`src/rtl/main_slave_loader_pkg.sv`:
```
// Shared types and constants for the main_slave_loader harness stage.
//   state_e : sequencer states (load, run, dump)
//   SZ_BYTE : slave access size for a single byte, in bits
//   SZ_WORD : slave access size for a 32-bit word, in bits
package main_slave_loader_pkg;

  typedef enum logic [2:0] {
    StIdle,
    StLoadCollect,
    StLoadWrite,
    StStart,
    StRun,
    StDumpReq,
    StDumpOut,
    StDone
  } state_e;

  localparam int unsigned SZ_BYTE = 8;
  localparam int unsigned SZ_WORD = 32;

endpackage

```
`src/rtl/main_loader_byte_packer.sv`:
```
// Packs incoming bytes little-endian into a 32-bit word and tracks how many are valid.
// Tail bytes are drained one at a time by pop, which shifts the word down a byte.
//   clock, reset : clock and synchronous active-high reset
//   clear        : drop all held bytes
//   push         : append push_byte at the next free byte lane (ignored when full)
//   pop          : discard byte lane 0 and shift the rest down
//   word, count  : packed word and number of valid bytes (0..4)
module main_loader_byte_packer (
  input  logic        clock,
  input  logic        reset,
  input  logic        clear,
  input  logic        push,
  input  logic [7:0]  push_byte,
  input  logic        pop,
  output logic [31:0] word,
  output logic [2:0]  count
);

  logic [31:0] word_q, word_d;
  logic [2:0]  count_q, count_d;

  always_comb begin
    word_d  = word_q;
    count_d = count_q;
    if (clear) begin
      word_d  = '0;
      count_d = '0;
    end else if (pop) begin
      word_d  = {8'h00, word_q[31:8]};
      count_d = count_q - 3'd1;
    end else if (push && (count_q < 3'd4)) begin
      for (int unsigned i = 0; i < 4; i++) begin
        if (count_q[1:0] == 2'(i)) begin
          word_d[8*i +: 8] = push_byte;
        end
      end
      count_d = count_q + 3'd1;
    end
  end

  always_ff @(posedge clock) begin
    if (reset) begin
      word_q  <= '0;
      count_q <= '0;
    end else begin
      word_q  <= word_d;
      count_q <= count_d;
    end
  end

  assign word  = word_q;
  assign count = count_q;

endmodule

```
`src/rtl/main_slave_loader.sv`:
```
// Harness stage around the HLS `main` accelerator: loads a byte stream into its memory over
// slave channel 0, pulses start_port, counts cycles until done_port, then streams the result
// region back out as 32-bit little-endian words.
//   clock, reset              : clock, synchronous active-high reset
//   cfg_base/cfg_len/cfg_go   : region byte base, byte length, start request (sampled in idle)
//   in_data/in_valid/in_ready : load byte stream
//   out_data/out_valid/out_ready : dumped word stream
//   start_port/done_port      : run handshake with `main`
//   S_*/Sout_*                : two-channel slave memory port; channel 1 is tied off
//   busy, cycles, err_timeout : status (run length, sticky abort flag)
module main_slave_loader
  import main_slave_loader_pkg::*;
#(
  parameter int unsigned ADDR_W  = 9,
  parameter int unsigned DATA_W  = 64,
  parameter int unsigned SIZE_W  = 7,
  parameter int unsigned TIMEOUT = 200000000
) (
  input  logic                  clock,
  input  logic                  reset,
  input  logic [ADDR_W-1:0]     cfg_base,
  input  logic [ADDR_W:0]       cfg_len,
  input  logic                  cfg_go,
  input  logic [7:0]            in_data,
  input  logic                  in_valid,
  output logic                  in_ready,
  output logic [31:0]           out_data,
  output logic                  out_valid,
  input  logic                  out_ready,
  output logic                  start_port,
  input  logic                  done_port,
  output logic [1:0]            S_oe_ram,
  output logic [1:0]            S_we_ram,
  output logic [2*ADDR_W-1:0]   S_addr_ram,
  output logic [2*DATA_W-1:0]   S_Wdata_ram,
  output logic [2*SIZE_W-1:0]   S_data_ram_size,
  input  logic [2*DATA_W-1:0]   Sout_Rdata_ram,
  input  logic [1:0]            Sout_DataRdy,
  output logic                  busy,
  output logic [31:0]           cycles,
  output logic                  err_timeout
);

  localparam logic [31:0] TimeoutC = 32'(TIMEOUT);

  state_e              state_q, state_d;
  logic [ADDR_W-1:0]   base_q, base_d;
  logic [ADDR_W:0]     len_q, len_d;
  logic [ADDR_W:0]     off_q, off_d;
  logic [31:0]         cycles_q, cycles_d;
  logic                err_q, err_d;
  logic [31:0]         rdata_q, rdata_d;

  logic                pk_clear, pk_push, pk_pop;
  logic [31:0]         pk_word;
  logic [2:0]          pk_count;

  logic                oe0, we0;
  logic [ADDR_W-1:0]   addr0;
  logic [DATA_W-1:0]   wdata0;
  logic [SIZE_W-1:0]   size0;

  logic [ADDR_W:0]     remaining;
  logic [2:0]          need;
  logic [ADDR_W+1:0]   off_plus4;
  logic                last_word;
  logic                unused_inputs;

  main_loader_byte_packer u_packer (
    .clock     (clock),
    .reset     (reset),
    .clear     (pk_clear),
    .push      (pk_push),
    .push_byte (in_data),
    .pop       (pk_pop),
    .word      (pk_word),
    .count     (pk_count)
  );

  // Bytes still to load for the word being collected; offset only moves on completed writes.
  assign remaining = len_q - off_q;
  assign need      = (remaining >= (ADDR_W+1)'(4)) ? 3'd4 : remaining[2:0];
  // One extra bit so the last-word test cannot wrap near the top of the length range.
  assign off_plus4 = {1'b0, off_q} + (ADDR_W+2)'(4);
  assign last_word = off_plus4 >= {1'b0, len_q};

  always_comb begin
    state_d    = state_q;
    base_d     = base_q;
    len_d      = len_q;
    off_d      = off_q;
    cycles_d   = cycles_q;
    err_d      = err_q;
    rdata_d    = rdata_q;
    pk_clear   = 1'b0;
    pk_push    = 1'b0;
    pk_pop     = 1'b0;
    in_ready   = 1'b0;
    out_valid  = 1'b0;
    out_data   = '0;
    start_port = 1'b0;
    oe0        = 1'b0;
    we0        = 1'b0;
    addr0      = '0;
    wdata0     = '0;
    size0      = '0;

    case (state_q)
      StIdle: begin
        if (cfg_go) begin
          base_d   = cfg_base;
          len_d    = cfg_len;
          off_d    = '0;
          cycles_d = '0;
          err_d    = 1'b0;
          pk_clear = 1'b1;
          state_d  = (cfg_len == '0) ? StStart : StLoadCollect;
        end
      end

      StLoadCollect: begin
        in_ready = 1'b1;
        if (in_valid) begin
          pk_push = 1'b1;
          if ((pk_count + 3'd1) == need) begin
            state_d = StLoadWrite;
          end
        end
      end

      StLoadWrite: begin
        we0   = 1'b1;
        addr0 = base_q + off_q[ADDR_W-1:0];
        // A full word goes out as one access; a short tail drains one byte per access.
        if (pk_count == 3'd4) begin
          wdata0 = DATA_W'(pk_word);
          size0  = SIZE_W'(SZ_WORD);
        end else begin
          wdata0 = DATA_W'(pk_word[7:0]);
          size0  = SIZE_W'(SZ_BYTE);
        end
        if (Sout_DataRdy[0]) begin
          if (pk_count == 3'd4) begin
            off_d    = off_q + (ADDR_W+1)'(4);
            pk_clear = 1'b1;
          end else begin
            off_d  = off_q + (ADDR_W+1)'(1);
            pk_pop = 1'b1;
          end
          if (off_d == len_q) begin
            state_d = StStart;
          end else if (pk_count == 3'd4) begin
            state_d = StLoadCollect;
          end
        end
      end

      StStart: begin
        start_port = 1'b1;
        cycles_d   = 32'd1;  // the start cycle itself counts
        off_d      = '0;
        state_d    = StRun;
      end

      StRun: begin
        if (done_port) begin
          state_d = (len_q == '0) ? StDone : StDumpReq;
        end else if (cycles_q >= (TimeoutC - 32'd1)) begin
          cycles_d = TimeoutC;
          err_d    = 1'b1;
          state_d  = StDone;
        end else begin
          cycles_d = cycles_q + 32'd1;
        end
      end

      StDumpReq: begin
        oe0   = 1'b1;
        addr0 = base_q + off_q[ADDR_W-1:0];
        size0 = SIZE_W'(SZ_WORD);
        if (Sout_DataRdy[0]) begin
          rdata_d = Sout_Rdata_ram[31:0];
          state_d = StDumpOut;
        end
      end

      StDumpOut: begin
        out_valid = 1'b1;
        out_data  = rdata_q;
        if (out_ready) begin
          off_d   = off_plus4[ADDR_W:0];
          state_d = last_word ? StDone : StDumpReq;
        end
      end

      StDone: begin
        state_d = StIdle;
      end

      default: begin
        state_d = StIdle;
      end
    endcase
  end

  always_ff @(posedge clock) begin
    if (reset) begin
      state_q  <= StIdle;
      base_q   <= '0;
      len_q    <= '0;
      off_q    <= '0;
      cycles_q <= '0;
      err_q    <= 1'b0;
      rdata_q  <= '0;
    end else begin
      state_q  <= state_d;
      base_q   <= base_d;
      len_q    <= len_d;
      off_q    <= off_d;
      cycles_q <= cycles_d;
      err_q    <= err_d;
      rdata_q  <= rdata_d;
    end
  end

  assign S_oe_ram        = {1'b0, oe0};
  assign S_we_ram        = {1'b0, we0};
  assign S_addr_ram      = {{ADDR_W{1'b0}}, addr0};
  assign S_Wdata_ram     = {{DATA_W{1'b0}}, wdata0};
  assign S_data_ram_size = {{SIZE_W{1'b0}}, size0};

  assign busy        = (state_q != StIdle) && (state_q != StDone);
  assign cycles      = cycles_q;
  assign err_timeout = err_q;

  // Channel 1 and the upper read lanes carry nothing this stage needs.
  assign unused_inputs = ^{Sout_DataRdy[1], Sout_Rdata_ram[2*DATA_W-1:32]};

endmodule

```
`config.mk`:
```
export PLATFORM = sky130hd
export DESIGN_NAME = main_slave_loader
export DESIGN_NICKNAME = d
export VERILOG_FILES = /design/src/rtl/main_slave_loader_pkg.sv /design/src/rtl/main_loader_byte_packer.sv /design/src/rtl/main_slave_loader.sv
export SDC_FILE = /design/constraint.sdc
export NUM_CORES = 1
export LEC_CHECK = 0
export CAP_MARGIN = 20
export CORE_AREA = 2 2 154 156
export DETAILED_ROUTE_END_ITERATION = 8
export DIE_AREA = 0 0 156 158
export PLACE_DENSITY = 0.74
export SLEW_MARGIN = 15
export SYNTH_ARGS = -nofsm -noshare
export SYNTH_HDL_FRONTEND = slang
export SYNTH_SLANG_ARGS = --single-unit
```
`constraint.sdc`:
```
create_clock -name clock -period 3.9 [get_ports clock]
set_input_delay 0.585 -clock clock [delete_from_list [all_inputs] [get_ports clock]]
set_output_delay 0.585 -clock clock [all_outputs]
set_load 0.005 [all_outputs]
```
Yosys cells after proc, flatten, opt, wreduce, memory -nomap -nowiden
Cells that the tools add are included.
Widths: inputs -> output; s select.
{"block": "totals", "ff_bits": 132, "latch_bits": 0, "mem_bits_rw": 0, "mem_bits_ro": 0, "out_inout_bits": 233, "elab_cells": 132, "n_memories": 0}
{"block": "classes", "addsub": 8, "n_mul": 0, "n_div": 0, "order_cmp": 4, "eq_ne": 24, "shifts": 0, "n_mux": 57, "bitwise_logic": 0, "n_reduce_logical": 27}
{"op": "$mux 32", "n": 6}
{"op": "$pmux 32 s3", "n": 1}
{"op": "$mux 10", "n": 6}
{"op": "$mux 24", "n": 2}
{"op": "$pmux 10 s4", "n": 1}
{"op": "$mux 3", "n": 13}
{"op": "$add 32x1->32 const B", "n": 1}
{"op": "$ge 32x28->1 const B", "n": 1}
{"op": "$mux 8", "n": 3}
{"op": "$pmux 3 s8", "n": 1}
{"op": "$logic_not 10->1", "n": 2}
{"op": "$mux 1", "n": 16}
{"op": "$ne 2x2->1 const B", "n": 8}
{"op": "$eq 3x3->1 const B", "n": 5}
{"op": "$pmux 6 s2", "n": 1}
{"op": "$reduce_and 2->1", "n": 6}
{"op": "$add 10x3->11 const B", "n": 1}
{"op": "$ge 11x10->1", "n": 1}
{"op": "$add 10x1->10 const B", "n": 1}
{"op": "$add 10x3->10 const B", "n": 1}
{"op": "$eq 10x10->1", "n": 1}
{"op": "$ge 10x3->1 const B", "n": 1}
{"op": "$reduce_bool 2->1", "n": 5}
{"op": "$sub 10x10->10", "n": 1}
{"op": "other kinds (24)", "n": 35}

Depth between registers and ports, before layout
Gate-level depths: netlist of the first run.
{"block": "depth", "word_depth": 8, "ltp_mapped": 12}

Modules after synthesis
From an unflattened synthesis of the first run, not the netlist that was laid out.
{"block": "unflattened", "cells_unflattened": 1160, "hier_area_um2": 8773.4}
{"mod": "main_slave_loader", "n_inst": 1, "cells_per_inst": 980, "area_per_inst_um2": 7156.9, "seq_area_each_um2": 1941.9}
{"mod": "main_loader_byte_packer", "n_inst": 1, "cells_per_inst": 180, "area_per_inst_um2": 1616.6, "seq_area_each_um2": 700.7}

Worst setup path before layout of the first run
No wires, ideal clock.
{"block": "synth_path", "path_type": "reg-to-reg", "start": "register off_q[7]", "end": "register state_q[0]", "setup_time_ns": 0.121, "arrival_time_ns": 3.029, "required_time_ns": 3.779, "setup_slack_ns": 0.750, "stages_incl_launch_ff": 13, "synth_period_minus_slack_ns": 3.150, "path_cell_list": "dfxtp_1 clkbuf_1 inv_1 ha_1 buf_6 a21o_1 a221o_1 nor3_2 o2111ai_1 or4_1 o41a_2 a221oi_4 mux2_4"}
{"block": "synth_via", "elab_chain_cells": 8, "elab_cells_between_ends": 16}
{"item": "start, declared", "line": "main_slave_loader.sv:49", "rtl": "logic [ADDR_W:0] off_q, off_d;"}
{"item": "start signal, assigned", "line": "main_slave_loader.sv:211", "rtl": "off_q <= '0;"}
{"item": "start signal, assigned", "line": "main_slave_loader.sv:219", "rtl": "off_q <= off_d;"}
{"item": "branches (longest 8 deep; another with $sub 10x10->10)"}
{"item": "end signal, assigned", "line": "main_slave_loader.sv:208", "rtl": "state_q <= StIdle;"}
{"item": "end signal, assigned", "line": "main_slave_loader.sv:216", "rtl": "state_q <= state_d;"}
{"item": "end, declared", "line": "main_slave_loader.sv:46", "rtl": "state_e state_q, state_d;"}
Parallel ways; which one is timed is not known. The select of a mux whose other input is x is not followed.
A chain may end at the register's enable or synchronous reset.

Final worst setup path of the first run
{"block": "layout_path", "start": "register u_packer.count_q[0] (netlist: u_packer.count[0])", "end": "output S_Wdata_ram[14]"}
{"block": "layout_via", "elab_chain_cells": 3}
{"item": "start, declared", "line": "main_loader_byte_packer.sv:20", "rtl": "logic [2:0] count_q, count_d;"}
{"item": "start signal, assigned", "line": "main_loader_byte_packer.sv:47", "rtl": "count_q <= count_d;"}
{"item": "$eq 3x3->1", "line": "main_slave_loader.sv:135", "rtl": "if (pk_count == 3'd4) begin"}
{"item": "$mux 32", "line": "main_slave_loader.sv:135"}
{"item": "$mux 32", "line": "main_slave_loader.sv:108", "rtl": "case (state_q)"}
{"item": "end, declared", "line": "main_slave_loader.sv:35", "rtl": "output logic [2*DATA_W-1:0] S_Wdata_ram,"}
Every way passes these cells.

==> results of run 1 <==
[logic make-up after synthesis]
family	after synthesis	synth area share, %
and+or+nand+nor	461	25.24
AOI/OAI and AO/OA	238	17.45
buffers and inverters	222	14.94
DFF	132	30.36
xor gates and xnor gates	52	5.233
adders and majority gates	37	5.492
muxes	10	1.236
other	1	0.04309
[worst max-delay path: stages, from the launching register on]
cell and delay, ns:
dfxtp_1 0.36, inv_1 0.17, ha_1 0.49, nand2_1 0.29, nor3_2 0.35, buf_4 0.32, and2_1 0.22, clkdlybuf4s50_1 0.52
[flip-flops by register name, indices dropped and copies added (netlist names)]
signal          count
len_q              10
u_packer.count      3
state_q             3
rdata_q            32
err_timeout         1
off_q              10
base_q              9
cycles             32
u_packer.word      32
[cells in the mapped netlist, drive strengths merged, types with 3 or more instances]
cell type / instances / area share [%]
a211o: 3 / 0.30
a31oi: 8 / 0.58
nand2b: 9 / 0.65
nor2: 95 / 4.1
inv: 32 / 1.4
o311ai: 3 / 0.30
nand4: 10 / 0.72
a211oi: 7 / 0.60
o31ai: 3 / 0.26
or2: 5 / 0.36
dfxtp: 132 / 30
mux2i: 7 / 0.81
and4: 6 / 0.60
o21ai: 37 / 2.1
xnor2: 29 / 2.9
a41oi: 3 / 0.30
and3: 44 / 3.2
nor2b: 12 / 0.86
and2: 42 / 3.0
o21a: 3 / 0.26
a21oi: 101 / 5.8
o22ai: 3 / 0.22
a21o: 9 / 0.78
or4: 3 / 0.26
ha: 35 / 5.0
nor3: 11 / 0.69
mux2: 3 / 0.43
clkbuf: 63 / 2.7
xor2: 23 / 2.3
a22oi: 11 / 0.95
a311oi: 18 / 1.8
nand2: 163 / 7.0
buf: 127 / 11
o21bai: 7 / 0.60
nand3: 48 / 2.8
nor4: 9 / 0.65
[power breakdown]
group | internal [mW] | total (mW) | switching, mW | leakage [nW]
clock | 0.882 | 1.55 | 0.663 | 0.263
sequential | 1.45 | 1.57 | 0.123 | 1.07
combinational | 0.570 | 1.40 | 0.832 | 2.96
[area by class of cell]
| cell class | count | area [µm²] |
|---|---|---|
| repair buffers | 201 | 1952 |
| well taps | 290 | 362.8 |
| clock buffers | 18 | 429.2 |
| multi-input cells | 917 | 5223 |
| fillers | 2270 | 12190 |
| flip-flops and latches | 132 | 2645 |
| inverters | 32 | 120.1 |
| clock inverters | 14 | 131.4 |
[what timing repair did]
action	CTS	global route
gates resized for setup	0	1
setup endpoints to repair	0	1
hold buffers	0	0
[layout by cell type, fill, tap and decap left out, types with 10 or more instances in the layout]
cell             Yosys  final
ha_1                35     35
and2_1              42     42
inv_1               32     32
nand4_1             10     10
buf_4              121     22
clkdlybuf4s50_1      0    178
o21ai_0             36     35
nand2_1            163    163
dfxtp_1            132    130
a311oi_1            18     18
a22oi_1             11     11
nor2_1              94     94
clkbuf_16            0     17
conb_1               1    119
xnor2_1             29     29
nand3_1             48     48
a21oi_1            101    101
nor2b_1             12     11
and3_1              44     44
xor2_1              23     23
[worst max-delay path by stage]
stage                                               from  slack [ns]                 endpoint  cells after the start
after floorplan                    off_q[7]$_SDFFE_PP0P_        0.75  state_q[0]$_SDFFE_PP0P_                     12
after global placement             off_q[4]$_SDFFE_PP0P_        0.63  state_q[0]$_SDFFE_PP0P_                     10
after detailed placement           off_q[4]$_SDFFE_PP0P_        0.63  state_q[0]$_SDFFE_PP0P_                     10
after CTS                          off_q[0]$_SDFFE_PP0P_        0.17            S_addr_ram[8]                     11
after global routing              base_q[0]$_SDFFE_PP0P_       0.004            S_addr_ram[8]                     11
final                     u_packer.count[0]$_SDFFE_PP0P_        0.16          S_Wdata_ram[14]                      7
[per-stage QoR]
stage,utilization (%),cells,power (mW),hold WS [ns]
after detailed placement,44.69,1572,2.977,0.4429
after global routing,47.12,1604,4.786,0.4698
after global placement,44.65,1571,2.960,0.4390
after CTS,47.12,1604,4.535,0.4522
final,47.12,1604,4.517,0.4521
after floorplan,-,1271,2.621,0.4319
[metal layers]
layer  up-vias  part of all wire [%]  track usage, %
met3        53                   5.7           3.230
met4         0                   2.6           7.383
met5         -                     0               0
met1      3922                    47           27.57
li1       4036                     -               -
met2       342                    45           31.69
==> implementation parameters, run 1 <==
Parameter                              Value

Outcome
  Status ... complete, no violations

Routing
  Post-route DRC violation count ... 0
  Routed wire per std cell ... 15.72 µm
  Total vias in the final route ... roughly 8400
  Starting DRC count in detailed routing ... 577
  Number of nets with antenna violations after detailed routing ... 0
  First drt pass iteration count ... 6
  Final WL ... around 25000 µm
  Mean number of vias per cell ... approximately 5.2

Global routing
  Wire length of the first global-routing pass ... slightly below 40000 µm
  GRT overflow ... 0
  Vias in the first global route ... between 7000 and 8000
  Antenna violations before repair ... 0
  GR Util All Layers ... 20.04%
  Pin count of the biggest net entering global routing ... 35

STA
  RSZ-0062 raised after global routing ... no
  Setup Skew ... approximately 0.011 ns
  Worst setup slack after layout ... roughly 0.16 ns
  Max-slew violations ... 0
  Final critical delay including setup and external delays ... 3.735 ns
  Setup TNS ... 0 ns
  Relative max-transition margin ... between 40% and 50%
  Worst Tran Pin Value ... between 0.8 and 0.9 ns
  Final count of negative-setup-slack endpoints ... 0
  Highest clock frequency the design can meet ... 267.7 MHz
  Final critical-path share of the clock period ... between 90% and 100%
  Final Hold Vio Count ... 0

Critical path
  Endpoint required time on the critical path ... approximately 3.3 ns
  Path type of the worst setup path ... register to output pin
  Maximum net fanout on the critical path ... 25
  Terminus of the critical flop-to-flop path ... state_q[0]$_SDFFE_PP0P_
  Reg-to-reg setup timing slack ... just over 0.6 ns
  Worst reg2reg path startpoint ... len_q[0]$_SDFFE_PP0P_
  Worst Setup End Kind ... output pin
  Kind of launch point of the worst setup path ... register
  Arrival time at the worst endpoint ... 3.15 ns
  Depth of the worst register-to-register path ... 11

Yosys
  Netlist area before placement ... 8703 µm²
  Avg Synthesized Cell Area ... between 7 and 8 µm²
  Flip-flop and latch count after synthesis ... 132
  Unique cell type count in the Yosys netlist ... 70
  Number of enable flip-flop cells after synthesis ... 0
  Count of mapped cells out of synthesis ... roughly 1200
  Synth async-reset ratio ... 0%
  Yosys warning total ... 0
  Part of the Yosys area used for sequential elements ... between 30% and 40%
  Commonest register cell after synthesis ... dfxtp_1

Floorplan
  Width of the die ... 156 µm
  I/O pin count ... a little under 400
  Area of the core ... ~23000 µm²
  Row count ... 56
  Die boundary height ... between 150 and 200 µm
  Effective utilization at floorplan ... a little under two fifths
  Die area ... ~25000 µm²

Hold path
  Depth of the worst hold-timing path ... 2
  Endpoint of the worst hold-timing path ... rdata_q[28]$_SDFFE_PP0P_
  Hold path startpoint ... rdata_q[28]$_SDFFE_PP0P_
  Worst min-delay path category ... register to register

Placed design
  Final RePlAce weighted congestion ... between 0.9 and 1
  Hpwl dp ... approximately 19000 µm
  IO buf count ... approximately 180
  Area post-placement ... 10300 µm²
  Post-placement setup slack ... roughly 0.63 ns

Cells and area
  Synth-to-Final Area Change ... 24.81%
  Share of final-layout standard cells stronger than drive strength 1 ... 5.708%
  Antenna Cells ... 0
  Finished Cell Area ... 10860 µm²
  Number of nets at the end of the flow ... around 1500

Run
  Max-capacitance violation count ... 0

Power
  Static leakage power ... 4.293 nW
  Peak VDD IR ... between 0.2 and 0.3 mV
  Total power per unit cell area ... between 400 and 500 nW/µm²

CTS
  Cell at the root of the clock tree ... clkbuf_16
  Clock tree from TritonCTS ... done
  H-Tree Depth ... 4
  Clock transition at path regs ... 0.06 ns
  Clock sinks ... between 100 and 150
  Deepest clock path buffer count ... 2
  Num CTS Buffers ... 17
  Post-CTS Setup Inserts ... 0
  Source-to-sink clock delay at the later pin of the worst-skew pair ... ~0.43 ns
No activity file was read; power rests on OpenSTA's default activity.
==> inputs of run 2 (changes only) <==
Settings changed: CAP_MARGIN 20 to not set, MAX_ROUTING_LAYER set to met4.
==> implementation parameters, run 2 (synthesis results as in run 1) <==
Parameter                              Value

STA
  Hold slack final ... 0.4522 ns
  Final count of negative-setup-slack endpoints ... 0
  Worst Tran Pin Value ... 0.8127 ns
  Setup Skew ... between 0.009 and 0.01 ns
  Relative max-transition margin ... between 40% and 50%
  Highest clock frequency the design can meet ... 267.7 MHz
  Final critical delay including setup and external delays ... 3.736 ns
  Final critical-path share of the clock period ... between 90% and 100%
  Max-slew violations ... 0
  Setup TNS ... 0 ns
  Final Hold Vio Count ... 0
  RSZ-0062 raised after global routing ... no

Global routing
  Pin count of the biggest net entering global routing ... 44
  GRT overflow ... 0
  Wire length of the first global-routing pass ... ~40000 µm
  Vias in the first global route ... between 7000 and 8000
  GR Util All Layers ... between 20% and 30%
  Antenna violations before repair ... 1

Placed design
  Final RePlAce weighted congestion ... just under 1
  Placed Cells incl. Taps ... 1571
  IO buf count ... between 150 and 200
  Hpwl dp ... approximately 19000 µm

Critical path
  Worst path slowest cell ... clkdlybuf4s50_1
  Cell class contributing the biggest share of worst-path delay ... compound AO/OA/AOI/OAI gates
  Maximum net fanout on the critical path ... 2
  Arrival time at the worst endpoint ... around 3.2 ns
  Terminus of the critical flop-to-flop path ... state_q[0]$_SDFFE_PP0P_
  Crit path cell chain ... ha_1 -> fa_1 -> a21o_1 -> a21oi_1 -> o21bai_1 -> a21oi_1 -> o21bai_1 -> a21oi_1 -> xnor2_1 -> nor2_1 -> clkdlybuf4s50_1
  Number of cells on the critical path ... 11
  Path type of the worst setup path ... register to output pin
  Maximum single-stage delay on the critical path ... 0.52 ns
  Number of buffer and inverter instances along the worst setup path ... 1
  Worst Setup End Kind ... output pin
  Endpoint required time on the critical path ... approximately 3.3 ns
  Launch point of the worst path ... off_q[0]$_SDFFE_PP0P_
  Cell repeated most along the worst path ... a21oi_1
  Depth of the worst register-to-register path ... 10
  Worst setup path end ... S_addr_ram[8]
  Worst reg2reg path startpoint ... len_q[1]$_SDFFE_PP0P_
  Reg-to-reg setup timing slack ... ~0.57 ns
  Kind of launch point of the worst setup path ... register

Floorplan
  Effective utilization at floorplan ... roughly 38%
  Area of the core ... between 20000 and 25000 µm²
  Width of the die ... roughly 160 µm
  Die area ... roughly 25000 µm²
  Die boundary height ... 158 µm
  I/O pin count ... between 300 and 400
  Row count ... between 50 and 60

CTS
  Num CTS Buffers ... 17
  Clock tree from TritonCTS ... done
  H-Tree Depth ... 4
  Clock transition at path regs ... 0.06 ns
  Clock sinks ... 132
  Source-to-sink clock delay at the later pin of the worst-skew pair ... between 0.4 and 0.5 ns
  Deepest clock path buffer count ... 2
  Post-CTS Setup Inserts ... 0
  Cell at the root of the clock tree ... clkbuf_16

Hold path
  Worst min-delay path category ... register to register

Routing
  Post-Route M1 WL ... approximately 12000 µm
  First drt pass iteration count ... 5
  Post-route DRC violation count ... 0
  Met2 wire len ... ~11000 µm
  Routed wire per std cell ... roughly 16 µm
  Number of nets with antenna violations after detailed routing ... 0
  Detail Route met3 WL ... between 1000 and 1500 µm
  Mean number of vias per cell ... 5.096
  Final WL ... between 20000 and 25000 µm
  Starting DRC count in detailed routing ... roughly 550
  Total vias in the final route ... 8174
  Uppermost routed layer ... met4

Cells and area
  Synth-to-Final Area Change ... 25.16%
  Number of nets at the end of the flow ... 1500
  Most used cells in the layout excluding fill and tap cells ... 178 x clkdlybuf4s50_1, 163 x nand2_1, 130 x dfxtp_1
  Share of final-layout standard cells stronger than drive strength 1 ... 5.788%
  Final Non-Filler Cells ... between 1500 and 2000
  Total of fill cells in the finished design ... ~2300
  Final core occ ... a little under half
  Most common library cell in the layout ignoring fill and taps ... clkdlybuf4s50_1

Power
  Overall Power ... ~4.6 mW
  Combinational group share of total power ... 30.5%
  Cell-internal power ... 2.976 mW
  Proportion of power drawn by the clock network ... between 30% and 40%
  NetSw ... roughly 1.6 mW
  Switching power share of the total ... 35.02%
  Power share of the sequential group ... ~34%
  Total power per unit cell area ... around 420 nW/µm²
  Static leakage power ... 4.305 nW
  Peak VDD IR ... approximately 0.24 mV

Run
  Max-capacitance violation count ... 0

Outcome
  Status ... complete, no violations
run 2: worst min path at each step:
stage / from / depth (start not counted) / end / slack [ns]
after global placement: rdata_q[9]$_SDFFE_PP0P_ / 2 / rdata_q[9]$_SDFFE_PP0P_ / 0.44
after CTS: rdata_q[26]$_SDFFE_PP0P_ / 2 / rdata_q[26]$_SDFFE_PP0P_ / 0.45
after detailed placement: rdata_q[26]$_SDFFE_PP0P_ / 2 / rdata_q[26]$_SDFFE_PP0P_ / 0.44
final: rdata_q[26]$_SDFFE_PP0P_ / 2 / rdata_q[26]$_SDFFE_PP0P_ / 0.45
after floorplan: rdata_q[0]$_SDFFE_PP0P_ / 2 / rdata_q[0]$_SDFFE_PP0P_ / 0.43
after global routing: rdata_q[30]$_SDFFE_PP0P_ / 2 / rdata_q[30]$_SDFFE_PP0P_ / 0.47
run 2: routing by layer:
metal  GRT usage [%]  up-vias
met5               -        -
met4           9.043        0
met2           32.57      300
met1           26.89     3789
met3           2.847       64
li1                -     4021
run 2: stage by stage:
step | setup WS [ns] | cell area, µm²
3_3_place_gp | 0.6363 | 10290
6_report | 0.1639 | 10890
4_1_cts | 0.1644 | 10890
5_1_grt | 0.005174 | 10890
3_5_place_dp | 0.5966 | 10290
2_1_floorplan | 0.7497 | 9146
run 2: cell type report:
class / instances / area [µm²] / share of cell area [%]
Clock buffer: 18 / 439.2 / 4.032
Sequential cell: 132 / 2645 / 24.28
Antenna cell: 1 / 2.502 / 0.02297
Tap cell: 290 / 362.8 / 3.331
Multi-Input combinational cell: 917 / 5226 / 47.98
Clock inverter: 14 / 152.6 / 1.401
Timing Repair Buffer: 200 / 1944 / 17.85
Inverter: 32 / 120.1 / 1.103
run 2: worst min-delay path: cells and delay by family, from the launching register on:
family | cells | cell delay (ns)
AO/OA/AOI/OAI | 1 | 0.05
flip-flops | 1 | 0.31
AND/OR/NAND/NOR | 1 | 0.05
run 2: what timing repair did:
action / CTS / global route
resized for setup: 0 / 1
hold buffers: 0 / 0
setup endpoints to repair: 0 / 2
run 2: power by group through the flow:
| stage | Clock [mW] | Sequential [mW] | Combinational, mW |
|---|---|---|---|
| floorplan | 0 | 1.54 | 1.08 |
| global placement | 0 | 1.60 | 1.36 |
| detailed placement | 0 | 1.60 | 1.38 |
| CTS | 1.64 | 1.57 | 1.39 |
| global route | 1.71 | 1.58 | 1.56 |
| finish | 1.61 | 1.57 | 1.40 |
==> inputs of run 3 (changes only) <==
Settings changed: CELL_PAD_IN_SITES_DETAIL_PLACEMENT set to 0, CELL_PAD_IN_SITES_GLOBAL_PLACEMENT set to 1, CORE_AREA 2 2 154 156 to not set, CORE_ASPECT_RATIO set to 1.25, CORE_UTILIZATION set to 32, DIE_AREA 0 0 156 158 to not set, PLACE_DENSITY 0.74 to not set, PLACE_DENSITY_LB_ADDON set to 0.1.
Clock period 3.9 ns to 4.8 ns, I/O delays scaled along.
==> implementation parameters, run 3 (synthesis results as in run 1) <==
Parameter                              Value

Global routing
  Wire length of the first global-routing pass ... between 40000 and 50000 µm
  Vias in the first global route ... 7615
  Pin count of the biggest net entering global routing ... 46
  GRT overflow ... 0
  Antenna violations before repair ... 0
  GR Util All Layers ... about a fifth

STA
  Final critical-path share of the clock period ... slightly above 80%
  RSZ-0062 raised after global routing ... no
  Final Hold Vio Count ... 0
  Relative max-transition margin ... 22.72%
  Final critical delay including setup and external delays ... around 4 ns
  Setup TNS ... 0 ns
  Worst Tran Pin Value ... around 1.2 ns
  Max-slew violations ... 0
  Highest clock frequency the design can meet ... between 200 and 300 MHz
  Setup Skew ... between 0.008 and 0.009 ns
  Final count of negative-setup-slack endpoints ... 0

Cells and area
  Finished Cell Area ... approximately 11000 µm²
  Most used cells in the layout excluding fill and tap cells ... 178 x clkdlybuf4s50_1, 163 x nand2_1, 131 x dfxtp_1
  Final Non-Filler Cells ... roughly 1700
  Antenna Cells ... 0
  Number of nets at the end of the flow ... ~1500
  Share of final-layout standard cells stronger than drive strength 1 ... slightly above 5%
  Total of fill cells in the finished design ... between 2000 and 3000
  Synth-to-Final Area Change ... 25.68%
  Most common library cell in the layout ignoring fill and taps ... clkdlybuf4s50_1

Placed design
  Final RePlAce weighted congestion ... just over 0.8
  Hpwl dp ... approximately 19000 µm
  Placed Cells incl. Taps ... about 1600
  IO buf count ... ~180
  Area post-placement ... between 10000 and 15000 µm²

Power
  Peak VDD IR ... about 0.27 mV
  Static leakage power ... 4.293 nW
  Overall Power ... around 3.8 mW
  Total power per unit cell area ... 349.6 nW/µm²

Critical path
  Kind of launch point of the worst setup path ... register
  Worst path slowest cell ... clkdlybuf4s50_1
  Worst Setup End Kind ... output pin
  Worst reg2reg path startpoint ... off_q[6]$_SDFFE_PP0P_
  Maximum net fanout on the critical path ... 7
  Cell repeated most along the worst path ... a21oi_1
  Launch point of the worst path ... off_q[0]$_SDFFE_PP0P_
  Crit path cell chain ... ha_1 -> fa_1 -> a21o_1 -> a21oi_1 -> o21bai_1 -> a21oi_1 -> o21bai_1 -> a21oi_1 -> xnor2_1 -> nor2_1 -> clkdlybuf4s50_1
  Endpoint required time on the critical path ... around 4 ns
  Cell class contributing the biggest share of worst-path delay ... compound AO/OA/AOI/OAI gates
  Maximum single-stage delay on the critical path ... roughly 0.50 ns
  Number of buffer and inverter instances along the worst setup path ... 1
  Depth of the worst register-to-register path ... 10
  Number of cells on the critical path ... 11
  Path type of the worst setup path ... register to output pin
  Arrival time at the worst endpoint ... 3.26 ns

Routing
  Post-route DRC violation count ... 0
  Number of nets with antenna violations after detailed routing ... 0
  Final WL ... approximately 26000 µm
  Mean number of vias per cell ... a little under 5
  Routed wire per std cell ... about 16 µm
  Total vias in the final route ... roughly 8000
  First drt pass iteration count ... 5
  Starting DRC count in detailed routing ... about 380

CTS
  Clock tree from TritonCTS ... done
  Source-to-sink clock delay at the later pin of the worst-skew pair ... 0.43 ns
  Cts repair resizes ... 0
  Post-CTS Setup Inserts ... 0
  CTS Hold Bufs ... 0
  H-Tree Depth ... 4
  Cell at the root of the clock tree ... clkbuf_16
  Clock transition at path regs ... about 0.060 ns
  Clock sinks ... 132
  Deepest clock path buffer count ... 2
  Num CTS Buffers ... 17

Outcome
  Status ... complete, no violations

Hold path
  Hold path startpoint ... rdata_q[7]$_SDFFE_PP0P_
  Depth of the worst hold-timing path ... 2
  Worst min-delay path category ... register to register

Floorplan
  I/O pin count ... between 300 and 400
  Row count ... 67
  Width of the die ... between 100 and 150 µm
  Effective utilization at floorplan ... 32.55%
  Die area ... roughly 28000 µm²
  Die boundary height ... 186.4 µm
  Area of the core ... 26740 µm²

Run
  Max-capacitance violation count ... 0
[run 3: through the flow]
step / hold slack (ns) / setup slack, ns / utilization, %
after floorplan: 0.4319 / 1.650 / -
after global placement: 0.4375 / 1.236 / 38.57
after detailed placement: 0.4433 / 1.198 / 38.57
after CTS: 0.4517 / 0.7306 / 40.90
after global routing: 0.4690 / 0.5184 / 40.90
final: 0.4494 / 0.8160 / 40.90
[run 3: path summary, 6_finish.rpt]
check	endpoint	slack [ns]
worst max-delay path	S_addr_ram[8]	0.82
worst min-delay path	rdata_q[7]$_SDFFE_PP0P_	0.45
worst max register to register	state_q[0]$_SDFFE_PP0P_	1.38
worst min register to register	rdata_q[7]$_SDFFE_PP0P_	0.45
[run 3: layer usage]
layer  share of wire [%]  vias up  global-route usage, %
li1                    -     4004                      -
met1                  48     3681                  26.49
met2                  43      264                  28.85
met3                 8.1       18                  5.672
met4                 1.2        0                  4.867
met5                   0        -                      -
[run 3: layout make-up]
class | instances | area (µm²) | share of cell area [%]
tap | 345 | 431.7 | 3.946
timing repair buffer | 193 | 1892 | 17.30
clock buffer | 20 | 446.7 | 4.084
clock inverter | 12 | 177.7 | 1.624
inverter | 32 | 120.1 | 1.098
sequential | 132 | 2644 | 24.17
multi-input combinational | 917 | 5226 | 47.78
[run 3: worst register-to-register path, stage by stage (launching register included)]
cell	delay, ns
dfxtp_1	0.56
inv_1	0.18
ha_1	0.35
a21oi_1	0.33
o31a_1	0.21
o32a_1	0.14
o311ai_0	0.20
or4_1	0.58
o41a_2	0.17
a221oi_4	0.27
mux2_4	0.32
[run 3: report_power, final]
group,switching [mW],internal (mW),leakage [nW],total (mW)
clock,0.531,0.884,0.304,1.42
combinational,0.673,0.450,2.92,1.12
sequential,0.110,1.18,1.07,1.29
